===== config.mk =====
export PLATFORM = sky130hd
export DESIGN_NAME = nibble_serial_subtractor
export DESIGN_NICKNAME = d
export VERILOG_FILES = /design/src/rtl/nibble_serial_subtractor.sv
export SDC_FILE = /design/constraint.sdc
export NUM_CORES = 1
export LEC_CHECK = 0
export BUFFER_PORTS_ARGS = -buffer_cell sky130_fd_sc_hd__buf_4
export CAP_MARGIN = 15
export CELL_PAD_IN_SITES_DETAIL_PLACEMENT = 0
export CELL_PAD_IN_SITES_GLOBAL_PLACEMENT = 1
export CORE_MARGIN = 4
export CORE_UTILIZATION = 40
export CTS_CLUSTER_SIZE = 12
export DETAILED_ROUTE_END_ITERATION = 8
export GPL_TIMING_DRIVEN = 0
export PLACE_DENSITY = 0.9
export SYNTH_ARGS = -nofsm -noshare
export SYNTH_HDL_FRONTEND = slang
export SYNTH_SLANG_ARGS = --single-unit

===== constraint.sdc =====
create_clock -name CLK -period 3.8 [get_ports CLK]
set_clock_uncertainty 0.1 [all_clocks]
set_input_delay 1.14 -clock CLK [delete_from_list [all_inputs] [get_ports CLK]]
set_output_delay 1.14 -clock CLK [all_outputs]
set_load 0.02 [all_outputs]

===== src/rtl/nibble_serial_subtractor.sv =====
// Nibble-serial subtractor: DIFF = IN0 - IN1 - BIN, one 4-bit slice per clock, LSB first.
// Define ADD_MODE_EN to add an ADD input that selects IN0 + IN1 + BIN instead.
module nibble_serial_subtractor #(
    parameter int WIDTH = 16
) (
    input  logic             CLK,
    input  logic             RST,
    input  logic             START,
    input  logic [WIDTH-1:0] IN0,
    input  logic [WIDTH-1:0] IN1,
    input  logic             BIN,
    output logic             BUSY,
    output logic             DONE,
    output logic [WIDTH-1:0] DIFF,
    output logic             BOUT,
    output logic             ZERO,
    output logic             OVF
`ifdef ADD_MODE_EN
    ,
    input  logic             ADD
`endif
);

    localparam int N   = WIDTH / 4;
    localparam int K_W = (N > 1) ? $clog2(N) : 1;

    typedef enum logic [1:0] {
        ST_IDLE,
        ST_RUN,
        ST_DONE
    } state_t;

    state_t           state;
    state_t           state_next;

    logic [WIDTH-1:0] a_reg;
    logic [WIDTH-1:0] b_reg;
    logic [WIDTH-1:0] work;
    logic [WIDTH-1:0] work_next;
    logic [K_W-1:0]   k;
    logic             carry;
    logic             add_reg;
    logic             add_in;
    logic             accept;
    logic             last;
    logic [3:0]       slice_a;
    logic [3:0]       slice_b;
    logic [4:0]       sum;

`ifdef ADD_MODE_EN
    assign add_in = ADD;
`else
    assign add_in = 1'b0;
`endif

    assign accept = START && (state != ST_RUN);
    assign last   = (state == ST_RUN) && (k == K_W'(N - 1));

    always_ff @(posedge CLK) begin
        if (RST) begin
            state <= ST_IDLE;
        end else begin
            state <= state_next;
        end
    end

    always_comb begin
        state_next = state;
        unique case (state)
            ST_IDLE: if (START) state_next = ST_RUN;
            ST_RUN:  if (last)  state_next = ST_DONE;
            ST_DONE: state_next = START ? ST_RUN : ST_IDLE;
            default: state_next = ST_IDLE;
        endcase
    end

    always_comb begin
        BUSY = (state == ST_RUN);
        DONE = (state == ST_DONE);
    end

    // Select the active slice and merge its sum into the partial result.
    always_comb begin
        slice_a   = 4'd0;
        slice_b   = 4'd0;
        work_next = work;
        for (int i = 0; i < N; i++) begin
            if (k == K_W'(i)) begin
                slice_a = a_reg[4*i +: 4];
                slice_b = b_reg[4*i +: 4];
            end
        end
        sum = {1'b0, slice_a} + {1'b0, slice_b} + {4'd0, carry};
        for (int i = 0; i < N; i++) begin
            if (k == K_W'(i)) begin
                work_next[4*i +: 4] = sum[3:0];
            end
        end
    end

    // b_reg holds the effective addend (IN1 inverted when subtracting), so one
    // overflow rule covers both modes: equal addend signs, differing result sign.
    always_ff @(posedge CLK) begin
        if (RST) begin
            a_reg   <= '0;
            b_reg   <= '0;
            work    <= '0;
            k       <= '0;
            carry   <= 1'b0;
            add_reg <= 1'b0;
            DIFF    <= '0;
            BOUT    <= 1'b0;
            ZERO    <= 1'b0;
            OVF     <= 1'b0;
        end else if (accept) begin
            a_reg   <= IN0;
            b_reg   <= add_in ? IN1 : ~IN1;
            carry   <= add_in ? BIN : ~BIN;
            add_reg <= add_in;
            work    <= '0;
            k       <= '0;
        end else if (state == ST_RUN) begin
            work  <= work_next;
            carry <= sum[4];
            k     <= last ? '0 : k + K_W'(1);
            if (last) begin
                DIFF <= work_next;
                BOUT <= add_reg ? sum[4] : ~sum[4];
                ZERO <= (work_next == '0);
                OVF  <= (a_reg[WIDTH-1] == b_reg[WIDTH-1]) &&
                        (work_next[WIDTH-1] != a_reg[WIDTH-1]);
            end
        end
    end

endmodule

==> flow_results.org <==
** Outcome
- Run status :: finished clean

** Floorplan
- The initialized floorplan defines 31 standard-cell rows.
- The die covers 0.00918 sq mm.
- The core region is 0.00737 sq mm.
- Chip height :: 95.8 um
- The die is ~96 um wide.
- Number of top-level design ports :: 57
- Starting density of the core :: between 40% and 50%

** Clock tree
- CTS hold repair buffers :: 0
- Buffer cell driving the clock tree root :: sky130_fd_sc_hd__clkbuf_8
- Clock-pin slew was measured on the worst setup and hold paths at around 0.07 ns.
- CTS H-tree depth :: 3
- Number of setup buffers added after CTS :: 0
- Number of buffers added by the clock tree synthesis step :: 9
- Number of buffers on the longest clock path :: 2
- CTS Sinks :: 68
- TritonCTS built the clock tree.
- Worst skew pair latency :: 0.35 ns

** Placement
- At the end of routability-driven placement, the weighted congestion stood at between 0.8 and 0.9.
- After detailed placement, the total cell area comes to about 0.0036 sq mm.
- Placed Cells :: approximately 540
- Detailed placement finished with a half-perimeter wire length of 5930 um.
- Port buffering added 56 buffers.

** Timing
- Setup violations remaining at the end of the flow were counted as 0.
- Minimum clock period :: 3.53 ns
- The worst pin sits at a relative slew slack of between 50 and 60%.
- Setup repair after global routing left no endpoint under its margin.
- Max-slew violation count :: 0
- Worst-Margin Slew :: 0.636 ns
- Final hold violation count :: 0
- Static timing analysis puts the maximum clock frequency at 0.283 GHz.
- Setup total negative slack on the finished layout was measured at 0 ns.
- The final critical path takes up just over 90% of the cycle.

** Logic synthesis
- The Yosys step of the flow raised 0 warnings.
- EDFF count, synth :: 0
- Unique cell type count in the Yosys netlist :: 41
- Among all cell types in the netlist, the one instantiated most often is sky130_fd_sc_hd__nand2_1.
- The synthesized design devotes to its leading area cell type 44.1% of total area.
- Among all flip-flop cells after synthesis, the most frequent one is sky130_fd_sc_hd__dfxtp_1.
- Sequential elements use 44.1% of the synthesized area.
- Synthesis inferred 68 register bits.
- After synthesis the cells add up to between 0.003 and 0.004 sq mm.
- Dividing the synthesized area by the synthesized cell count gives 8.05 sq um.
- Syn Nets :: 428
- Dominant cells by area after synthesis :: sky130_fd_sc_hd__dfxtp_1, sky130_fd_sc_hd__nand2_1, sky130_fd_sc_hd__a21oi_1
- The synthesized design spends more area on one cell type than any other, namely sky130_fd_sc_hd__dfxtp_1.
- Fraction of synthesis flops using an asynchronous set or reset pin :: 0%
- Cell count after synthesis :: 383
- Synth top cells by count :: sky130_fd_sc_hd__nand2_1, sky130_fd_sc_hd__dfxtp_1, sky130_fd_sc_hd__a21oi_1

** Route
- Total via count after detailed routing :: 2,916
- Starting DRT DRC Count :: 131
- After detailed routing, the average wire length per cell comes to 14.8 um.
- Post-detailed-route via-to-cell ratio :: 5.27
- The final layout contains routed wiring with a total length of 8210 um.
- Remaining antenna violation count :: 0
- Detailed-router iteration count before antenna repair :: 4
- In the routed design, unresolved DRC markers number 0.

** Cells and area
- Final non-filler cell total :: 553
- Final net count :: slightly below 500
- Counting the fill cells in the layout gives a little under 800.
- 0 antenna diodes ended up in the layout.
- Share of cells above drive strength 1 :: 20.5%
- Area overhead of the layout relative to synthesis :: 25.2%
- The finished cells cover 0.00386 sq mm.

** GRT
- Entering global routing, the biggest net connects 12 pins.
- Vias in the first global route :: 2,784
- GRT Util Overall :: 19.3%
- First-pass GRT wire length :: around 13,000 um
- GR Overflow Total :: 0
- The number of antenna violations at the first check in global routing was 0.

** Setup path
- Together, buffers and inverters on the worst path number 4.
- On the critical path, the stage with the largest delay is an instance of sky130_fd_sc_hd__fa_2.
- Reg2reg setup slack :: between 0.2 and 0.3 ns
- The worst setup path is captured at a register.
- Critical path's top delay family :: adder cells
- Data required time at the worst endpoint :: 4.00 ns
- Category of the most critical setup path :: register to register
- Data arrives at the worst endpoint at 3.73 ns.
- Maximum fanout count along the critical path :: 10
- Walking the worst path, the cells encountered are inv_1 > ha_1 > clkbuf_2 > clkbuf_4 > nand3b_1 > a21oi_1 > a21oi_1 > o21ai_2 > fa_1 > inv_1 > fa_2 > nand2_1 > a211o_1 > nor4_2 > a31o_1.
- The worst setup path is launched from a register.
- Largest stage delay on the critical path :: 0.64 ns

** Power
- For this design the static power due to leakage is 1.53 nW.
- Power spread over the standard cell area amounts to between 400 and 500 mW/mm^2.
- The worst-case IR drop observed on VDD is between 0.2 and 0.3 mV.

** Hold path
- In this run the worst hold path is classified as register to register.

** Run
- Max-capacitance violation count :: 0
[tightest hold or removal path, stage by stage (launching register included)]
cell	delay (ns)
sky130_fd_sc_hd__dfxtp_1	0.31
sky130_fd_sc_hd__nand2_1	0.05
sky130_fd_sc_hd__a21oi_1	0.05
[where the power goes]
part	internal (mW)	leakage [nW]	switching [mW]
clock network	0.384	0.113	0.273
logic	0.101	0.863	0.147
registers	0.743	0.555	0.0184
total	1.23	1.53	0.439
[cells in the final DEF, fill, tap and decap left out, types with 2 or more instances in the layout]
cell type and count:
sky130_fd_sc_hd__nand2b_1 4, sky130_fd_sc_hd__clkinv_2 3, sky130_fd_sc_hd__nand3_1 6, sky130_fd_sc_hd__clkbuf_2 2, sky130_fd_sc_hd__mux2i_1 7, sky130_fd_sc_hd__o211ai_1 4, sky130_fd_sc_hd__buf_1 3, sky130_fd_sc_hd__o21ai_0 8
sky130_fd_sc_hd__nor2b_1 7, sky130_fd_sc_hd__a221oi_1 2, sky130_fd_sc_hd__a21oi_1 50, sky130_fd_sc_hd__nand2_1 75, sky130_fd_sc_hd__nor2_1 36, sky130_fd_sc_hd__inv_1 7, sky130_fd_sc_hd__clkbuf_8 10, sky130_fd_sc_hd__bufinv_16 2
sky130_fd_sc_hd__ha_1 7, sky130_fd_sc_hd__nand3b_1 6, sky130_fd_sc_hd__a211oi_1 22, sky130_fd_sc_hd__o21ai_2 2, sky130_fd_sc_hd__a31oi_1 3, sky130_fd_sc_hd__dfxtp_1 68, sky130_fd_sc_hd__nand4_1 3, sky130_fd_sc_hd__nor3_1 4
sky130_fd_sc_hd__a311oi_1 5, sky130_fd_sc_hd__buf_2 10, sky130_fd_sc_hd__clkbuf_1 17, sky130_fd_sc_hd__buf_4 56, sky130_fd_sc_hd__a21o_1 5
[routing by layer]
layer	part of all wire (%)	up-vias	global-route usage [%]
li1	-	1459	-
met1	43	1364	24.1
met2	49	77	32.2
met3	6.4	16	5.00
met4	1.7	0	6.87
met5	0	-	0
[layout make-up]
class | count | area [sq um] | share of cell area (%)
Buffer | 33 | 150 | 3.89
Clock buffer | 11 | 141 | 3.66
Clock inverter | 5 | 75.1 | 1.94
Inverter | 8 | 30.0 | 0.778
Multi-Input combinational cell | 273 | 1560 | 40.4
Sequential cell | 68 | 1360 | 35.3
Tap cell | 99 | 124 | 3.21
Timing Repair Buffer | 56 | 420 | 10.9
[per-stage QoR]
stage | hold slack (ns) | total power [mW] | setup slack [ns] | utilization, %
after floorplan | 0.332 | 0.933 | 0.498 | -
after global placement | 0.342 | 1.02 | -0.332 | 49.2
after detailed placement | 0.347 | 1.02 | -0.456 | 49.2
after CTS | 0.357 | 1.68 | 0.0419 | 52.3
after global routing | 0.384 | 1.74 | 0.0621 | 52.4
final | 0.354 | 1.67 | 0.269 | 52.4
[what timing repair did]
| item | CTS | global route |
|---|---|---|
| gates resized for setup | 3 | 8 |
| gates cloned | 0 | 0 |
| setup endpoints to repair | 11 | 9 |
[worst paths after layout]
| check | from | cells after the start | end |
|---|---|---|---|
| hold reg to reg | DIFF[5]$_SDFFE_PP0P_ | 2 | DIFF[5]$_SDFFE_PP0P_ |
| setup reg to reg | k[1]$_SDFFE_PP0P_ | 15 | ZERO$_SDFFE_PP0P_ |
| hold / removal | DIFF[5]$_SDFFE_PP0P_ | 2 | DIFF[5]$_SDFFE_PP0P_ |
| setup / recovery | k[1]$_SDFFE_PP0P_ | 15 | ZERO$_SDFFE_PP0P_ |
[cells by family (layout without fill, tap and decap cells)]
family | Yosys count | in the layout | share of synthesized area (%)
AO/OA/AOI/OAI | 107 | 107 | 21.8
XOR/XNOR | 1 | 1 | 0.284
adder cells (fa/ha/maj) | 9 | 9 | 4.14
buffers and inverters | 42 | 113 | 5.76
flip-flops | 68 | 68 | 44.1
multiplexers | 7 | 7 | 2.27
AND/OR/NAND/NOR | 149 | 149 | 21.6
No activity file was read; power rests on OpenSTA's default activity.
